## src/rtl/led_pwm_if.sv

```systemverilog
// Duty write port for led_pwm_dimmer: request (wr_en/wr_ch/wr_duty) and its one-cycle ack/err reply.
// Latency: the reply arrives one clock after wr_en. Backpressure: none, because every clock's write is answered.
interface led_pwm_if #(
  parameter int NUM_CH    = 6,
  parameter int PWM_WIDTH = 8
);
  localparam int CH_W = (NUM_CH > 1) ? $clog2(NUM_CH) : 1;

  logic                 wr_en;
  logic [CH_W-1:0]      wr_ch;
  logic [PWM_WIDTH-1:0] wr_duty;
  logic                 wr_ack;
  logic                 wr_err;

  modport master (output wr_en, wr_ch, wr_duty, input wr_ack, wr_err);
  modport slave  (input wr_en, wr_ch, wr_duty, output wr_ack, wr_err);
endinterface

```

## src/rtl/led_pwm_dimmer.sv

```systemverilog
// Multi-channel PWM LED dimmer; new duties are applied only at period boundaries. Optional linear fade: LED_PWM_FADE_EN.
// Latency: led_out trails cnt/ch_on by 1 clock and wr_ack/wr_err trail wr_en by 1 clock. Backpressure: none.
module led_pwm_dimmer #(
  parameter int NUM_CH    = 6,
  parameter int PWM_WIDTH = 8,
  parameter int PRESCALE  = 1
) (
  input  logic              CLK100MHZ,
  input  logic              CPU_RESETN,
  input  logic [NUM_CH-1:0] ch_on,
  led_pwm_if.slave          wr,
  output logic              period_start,
  output logic              fade_busy,
  output logic [NUM_CH-1:0] led_out
);
  localparam int CH_W  = (NUM_CH > 1) ? $clog2(NUM_CH) : 1;
  localparam int PRE_W = (PRESCALE > 1) ? $clog2(PRESCALE) : 1;
  localparam logic [PRE_W-1:0]     PRE_LAST = PRE_W'(PRESCALE - 1);
  localparam logic [PWM_WIDTH-1:0] CNT_LAST = PWM_WIDTH'((2 ** PWM_WIDTH) - 2);

  logic [PRE_W-1:0]     pre;
  logic [PWM_WIDTH-1:0] cnt;
  logic [PWM_WIDTH-1:0] target   [NUM_CH];
  logic [PWM_WIDTH-1:0] cur_duty [NUM_CH];
  logic                 tick;
  logic                 boundary;
  logic                 wr_ok;
  logic [NUM_CH-1:0]    busy_vec;
  logic [NUM_CH-1:0]    led_nxt;

  assign tick     = (pre == PRE_LAST);
  assign boundary = tick && (cnt == CNT_LAST);
  assign wr_ok    = wr.wr_en && (32'(wr.wr_ch) < NUM_CH);

  // The counter wraps after MAX-1, so duty MAX keeps the LED on for every tick.
  always_ff @(posedge CLK100MHZ or negedge CPU_RESETN) begin
    if (!CPU_RESETN) begin
      pre          <= '0;
      cnt          <= '0;
      period_start <= 1'b0;
    end else begin
      pre <= tick ? '0 : pre + PRE_W'(1);
      if (tick) begin
        cnt <= boundary ? '0 : cnt + PWM_WIDTH'(1);
      end
      period_start <= boundary;
    end
  end

  always_ff @(posedge CLK100MHZ or negedge CPU_RESETN) begin
    if (!CPU_RESETN) begin
      for (int i = 0; i < NUM_CH; i++) begin
        target[i] <= '0;
      end
      wr.wr_ack <= 1'b0;
      wr.wr_err <= 1'b0;
    end else begin
      wr.wr_ack <= wr_ok;
      wr.wr_err <= wr.wr_en && !wr_ok;
      for (int i = 0; i < NUM_CH; i++) begin
        if (wr_ok && (wr.wr_ch == CH_W'(i))) begin
          target[i] <= wr.wr_duty;
        end
      end
    end
  end

  // A write landing on the boundary clock is seen here only at the following boundary.
  always_ff @(posedge CLK100MHZ or negedge CPU_RESETN) begin
    if (!CPU_RESETN) begin
      for (int i = 0; i < NUM_CH; i++) begin
        cur_duty[i] <= '0;
      end
    end else if (boundary) begin
      for (int i = 0; i < NUM_CH; i++) begin
`ifdef LED_PWM_FADE_EN
        if (cur_duty[i] < target[i]) begin
          cur_duty[i] <= cur_duty[i] + PWM_WIDTH'(1);
        end else if (cur_duty[i] > target[i]) begin
          cur_duty[i] <= cur_duty[i] - PWM_WIDTH'(1);
        end
`else
        cur_duty[i] <= target[i];
`endif
      end
    end
  end

  always_comb begin
    busy_vec = '0;
    led_nxt  = '0;
    for (int i = 0; i < NUM_CH; i++) begin
      busy_vec[i] = (cur_duty[i] != target[i]);
      led_nxt[i]  = ch_on[i] && (cnt < cur_duty[i]);
    end
  end

  always_ff @(posedge CLK100MHZ or negedge CPU_RESETN) begin
    if (!CPU_RESETN) begin
      led_out   <= '0;
      fade_busy <= 1'b0;
    end else begin
      led_out   <= led_nxt;
      fade_busy <= |busy_vec;
    end
  end
endmodule

```

## src/flat_wrapper.sv

```systemverilog
// flat-port wrapper written by rule: the top's interface ports become plain ports
module led_pwm_dimmer_flat 
#(
  parameter int NUM_CH    = 6,
  parameter int PWM_WIDTH = 8,
  parameter int PRESCALE  = 1
)
  (CLK100MHZ, CPU_RESETN, ch_on, period_start, fade_busy, led_out, wr_wr_en, wr_wr_ch, wr_wr_duty, wr_wr_ack, wr_wr_err);
  led_pwm_if #(.NUM_CH(NUM_CH), .PWM_WIDTH(PWM_WIDTH)) wr_i ();
  input  logic CLK100MHZ;
  input  logic CPU_RESETN;
  input  logic [NUM_CH-1:0] ch_on;
  output logic period_start;
  output logic fade_busy;
  output logic [NUM_CH-1:0] led_out;
  input wire logic [$bits(wr_i.wr_en)-1:0] wr_wr_en;
  input wire logic [$bits(wr_i.wr_ch)-1:0] wr_wr_ch;
  input wire logic [$bits(wr_i.wr_duty)-1:0] wr_wr_duty;
  output wire logic [$bits(wr_i.wr_ack)-1:0] wr_wr_ack;
  output wire logic [$bits(wr_i.wr_err)-1:0] wr_wr_err;
  assign wr_i.wr_en = wr_wr_en;
  assign wr_i.wr_ch = wr_wr_ch;
  assign wr_i.wr_duty = wr_wr_duty;
  assign wr_wr_ack = wr_i.wr_ack;
  assign wr_wr_err = wr_i.wr_err;
  led_pwm_dimmer #(.NUM_CH(NUM_CH), .PWM_WIDTH(PWM_WIDTH), .PRESCALE(PRESCALE)) u_core (.CLK100MHZ(CLK100MHZ), .CPU_RESETN(CPU_RESETN), .ch_on(ch_on), .wr(wr_i), .period_start(period_start), .fade_busy(fade_busy), .led_out(led_out));
endmodule
```

## config.mk

```make
export PLATFORM = sky130hd
export DESIGN_NAME = led_pwm_dimmer_flat
export DESIGN_NICKNAME = d
export VERILOG_FILES = /design/src/rtl/led_pwm_if.sv /design/src/rtl/led_pwm_dimmer.sv /design/src/flat_wrapper.sv
export SDC_FILE = /design/constraint.sdc
export NUM_CORES = 1
export LEC_CHECK = 0
export BUFFER_PORTS_ARGS = -buffer_cell sky130_fd_sc_hd__buf_2
export CORE_MARGIN = 1
export CORE_UTILIZATION = 42
export CTS_CLUSTER_DIAMETER = 80
export CTS_CLUSTER_SIZE = 16
export DETAILED_ROUTE_END_ITERATION = 10
export PLACE_DENSITY = 0.55
export SYNTH_ARGS = -nofsm -noshare
export SYNTH_HDL_FRONTEND = slang
export SYNTH_SLANG_ARGS = --single-unit
```

## constraint.sdc

```tcl
create_clock -name CLK100MHZ -period 2.05 [get_ports CLK100MHZ]
set_input_delay 0.41 -clock CLK100MHZ [delete_from_list [all_inputs] [get_ports CLK100MHZ]]
set_output_delay 0.41 -clock CLK100MHZ [all_outputs]
set_load 0.01 [all_outputs]
```

==> summary.md <==
| Metric | Value |
|---|---|
| Register area share after synthesis | `0.473` |
| NetSw | `1.46 mW` |
| Worst endpoint required time | `2.34 ns` |
| Slew margin rel. | `0.609` |
| WS Path Type | `flip-flop to flip-flop` |
| Internal Pwr Total | `4.48 mW` |
| Yosys top cell by area | `dfrtp_1` |
| Core area | `13900 sq um` |
| Post-synth cell types | `34` |
| Net Sw Frac | `0.246` |
| Tot GR Track Use | `0.200` |
| Die ar. | `14800 sq um` |
| Post-cts sizing count | `0` |
| CP bufs+invs | `0` |
| Area growth syn-to-layout | `16.5%` |
| Part of the power in combinational logic | `0.099` |
| Via count | `3615` |
| Post-synth top cells | `dfrtp_1, mux2_2, inv_1, xnor2_1, ha_1` |
| Worst-case vdd ir drop | `0.000482 V` |
| Final Max Slew Viols | `0` |
| CP Launch Point | `u_core.cnt[6]` |
| Worst slew pin tran | `0.585 ns` |
| Largest cells by area after synthesis | `dfrtp_1, mux2_2, ha_1, mux2_4, xnor2_1` |
| Row Count | `43` |
| HP Start | `ch_on[0]` |
| Drc violations | `0` |
| TritonCTS clock tree | `yes` |
| Final hold vios | `0` |
| Number of global-route vias before repair | `3679` |
| Die X | `122 microns` |
| Post-route ant nets | `0` |
| R2R depth | `4` |
| Hold Crit Endpoint | `u_core.led_out[0]` |
| Post-Synth Adder-Cell Area | `0.0913` |
| Max stage delay on crit path | `0.61 ns` |
| Clock root buffer | `clkbuf_16` |
| Max Freq | `0.519 GHz` |
| Clock power share | `0.451` |
| Antenna violations before repair | `0` |
| Worst r2r src | `u_core.cnt[6]` |
| Synth Net Count | `535` |
| Worst Hold Depth | `4` |
| Largest net degree at the start of global routing | `50` |
| Via density per instance | `5.02` |
| Count leader, synth | `dfrtp_1` |
| Die height | `122 microns` |
| Sequential Power Share | `0.450` |
| Critical Path, Cell by Cell | `ha_1 -> and3_1 -> a2111o_1 -> a31oi_1` |
| R2R Path End | `u_core.led_out[4]` |
| Initial DRT Pass Iterations | `4` |
| Max-Cap Viols | `0` |
| Wire length per cell | `18.7 microns` |
| Final setup violation count | `0` |
| PwrDens | `845 nW/um^2` |
| H-tree lvl count | `4` |
| Initial Util | `0.433` |
| First-pass GRT wire length | `21.1 mm` |
| Final worst-path cycle share | `0.940` |
| Longest Clk Path Bufs | `2` |
| Primary FF master, synth | `dfrtp_1` |
| Clock slew at reported path FFs | `0.05 ns` |
| Gpl congestion | `0.782` |
| Largest family of logic cells by synthesized area | `multiplexers` |
| IO Port Bufs | `29` |
| FF-to-FF setup slack | `0.12 ns` |
| Fraction of registers with async set/reset | `1.00` |
| Syn Area/Cell | `12.8 sq um` |
| Hold Path Class | `input pin to flip-flop` |
| Fraction of layout cells with a size suffix above 1 | `0.328` |
| CP arrival | `2.22 ns` |
| Clock Latency Late Sink | `0.41 ns` |
| Post-synth EDFFs | `0` |
| Total negative slack | `0 ns` |
| Synth Area in Compound Gates | `0.0440` |
| Worst Skew | `0.00733 ns` |
| #FFs+latches synth | `114` |
| Iteration-0 DRC Markers | `182` |
| Number of CTS-inserted buffers | `17` |
| Clock sinks | `114` |
| XOR/XNOR share of the synthesized area | `0.0770` |
| Synth Area in Simple Gates | `0.0671` |
| CP max FO | `8` |
| DRT Wirelength | `13.4 mm` |
| Multiplexer share of the synthesized area | `0.198` |
| Final Util | `0.504` |
| Leakage power | `3.09 nW` |
| Synth Cell Area | `6030 sq um` |
| Status | `complete, no violations` |
| I/O pin total | `30` |
| Top cell type's share of synthesized area | `0.473` |
| CP delay by family, top | `compound AO/OA/AOI/OAI gates` |
| Yosys warns | `0` |
| Startpoint class of the critical path | `flip-flop` |
| CP endpoint kind | `flip-flop` |
| Critical Path Slowest Stage Cell | `dfrtp_1` |
| Final HPWL DP | `9.83 mm` |
| RSZ-0062 raised after global routing | `false` |
| Grt ovf | `0` |
| Cells after Synth | `471` |
| N_diodes | `0` |
| Layout net count | `592` |
| Min cycle time layout | `1.93 ns` |
## layer usage
layer | share of wire | wire, microns | global-route usage | vias to the layer above
li1 | - | - | - | 1755
met1 | 0.51 | 6830 | 0.285 | 1791
met2 | 0.45 | 6090 | 0.298 | 49
met3 | 0.024 | 327 | 0.0426 | 20
met4 | 0.014 | 191 | 0.0756 | 0
met5 | 0 | 0 | 0 | -
## sequential cells by signal, summed over array words and instances, names as in the netlist
register / cells
u_core.cur_duty: 48
u_core.fade_busy: 1
u_core.led_out: 6
u_core.period_start: 1
u_core.wr.wr_ack: 1
u_core.wr.wr_err: 1
u_core.target: 48
u_core.cnt: 8
## how the worst max path moves through the flow
stage / endpoint / slack, ns / cells past startpoint
floorplan: u_core.cur_duty[3] / 0.40 / 7
global placement: u_core.led_out[4] / 0.21 / 4
detailed placement: u_core.led_out[4] / 0.14 / 4
CTS: u_core.led_out[4] / 0.13 / 4
global route: u_core.cur_duty[42] / 0.08 / 6
finish: u_core.led_out[4] / 0.12 / 4
## power groups by stage
stage	Clock, mW	Sequential (mW)	Combinational [mW]
2_1_floorplan	0	2.65	0.408
3_3_place_gp	0	2.69	0.590
3_5_place_dp	0	2.71	0.597
4_1_cts	2.73	2.67	0.602
5_1_grt	2.84	2.70	0.642
6_report	2.68	2.67	0.587
## through the flow
stage	worst slack (ns)	power, mW	std cells	hold WS (ns)	instance area (sq um)
2_1_floorplan	0.400	3.06	471	0.114	6030
3_3_place_gp	0.213	3.28	688	0.380	6470
3_5_place_dp	0.145	3.30	688	0.388	6470
4_1_cts	0.126	6.00	720	0.285	7020
5_1_grt	0.0765	6.18	720	0.295	7020
6_report	0.122	5.93	720	0.292	7020
## logic make-up after synthesis
logic type,after synthesis
adder cells (fa/ha/maj),44
XOR/XNOR,53
AO/OA/AOI/OAI,40
flip-flops,114
AND/OR/NAND/NOR,66
buffers and inverters,58
multiplexers,96
## cell type report
type / count / area [sq um]
Fill cell: 1222 / 6910
Multi-Input combinational cell: 299 / 2880
Sequential cell: 114 / 2850
Clock buffer: 20 / 447
Timing Repair Buffer: 46 / 340
Tap cell: 180 / 225
Inverter: 50 / 188
Clock inverter: 11 / 90.1
## worst register-to-register path, cell delays in order (launching register included)
cell and delay (ns):
dfrtp_1 0.61, ha_1 0.33, and3_1 0.19, a2111o_1 0.41, a31oi_1 0.26
## repair_timing
action	4_1_cts	5_1_grt
setup buffers	0	0
hold buffers	1	0
endpoints found under the hold margin	26	0
## cell usage in the layout (no fill, tap or decap), types with 2 or more instances in the layout
master and n:
dfrtp_1 114, mux2_2 64, inv_1 50, xnor2_1 50
ha_1 44, mux2_4 30, buf_2 28, nor2_1 20
clkbuf_16 17, a21oi_1 13, nand4_1 12, buf_4 12
o21ai_0 7, a21boi_0 7, and3_1 7, nor2b_1 6
a2111o_1 6, a31oi_1 6, clkinv_2 6, buf_12 5
nand2_1 4, clkinvlp_4 4, xor2_1 3, nand3_1 3
nor4_1 3, mux2_1 2, nand4b_1 2, nor3b_4 2
clkbuf_1 2
(Power assumes the default switching activity.)
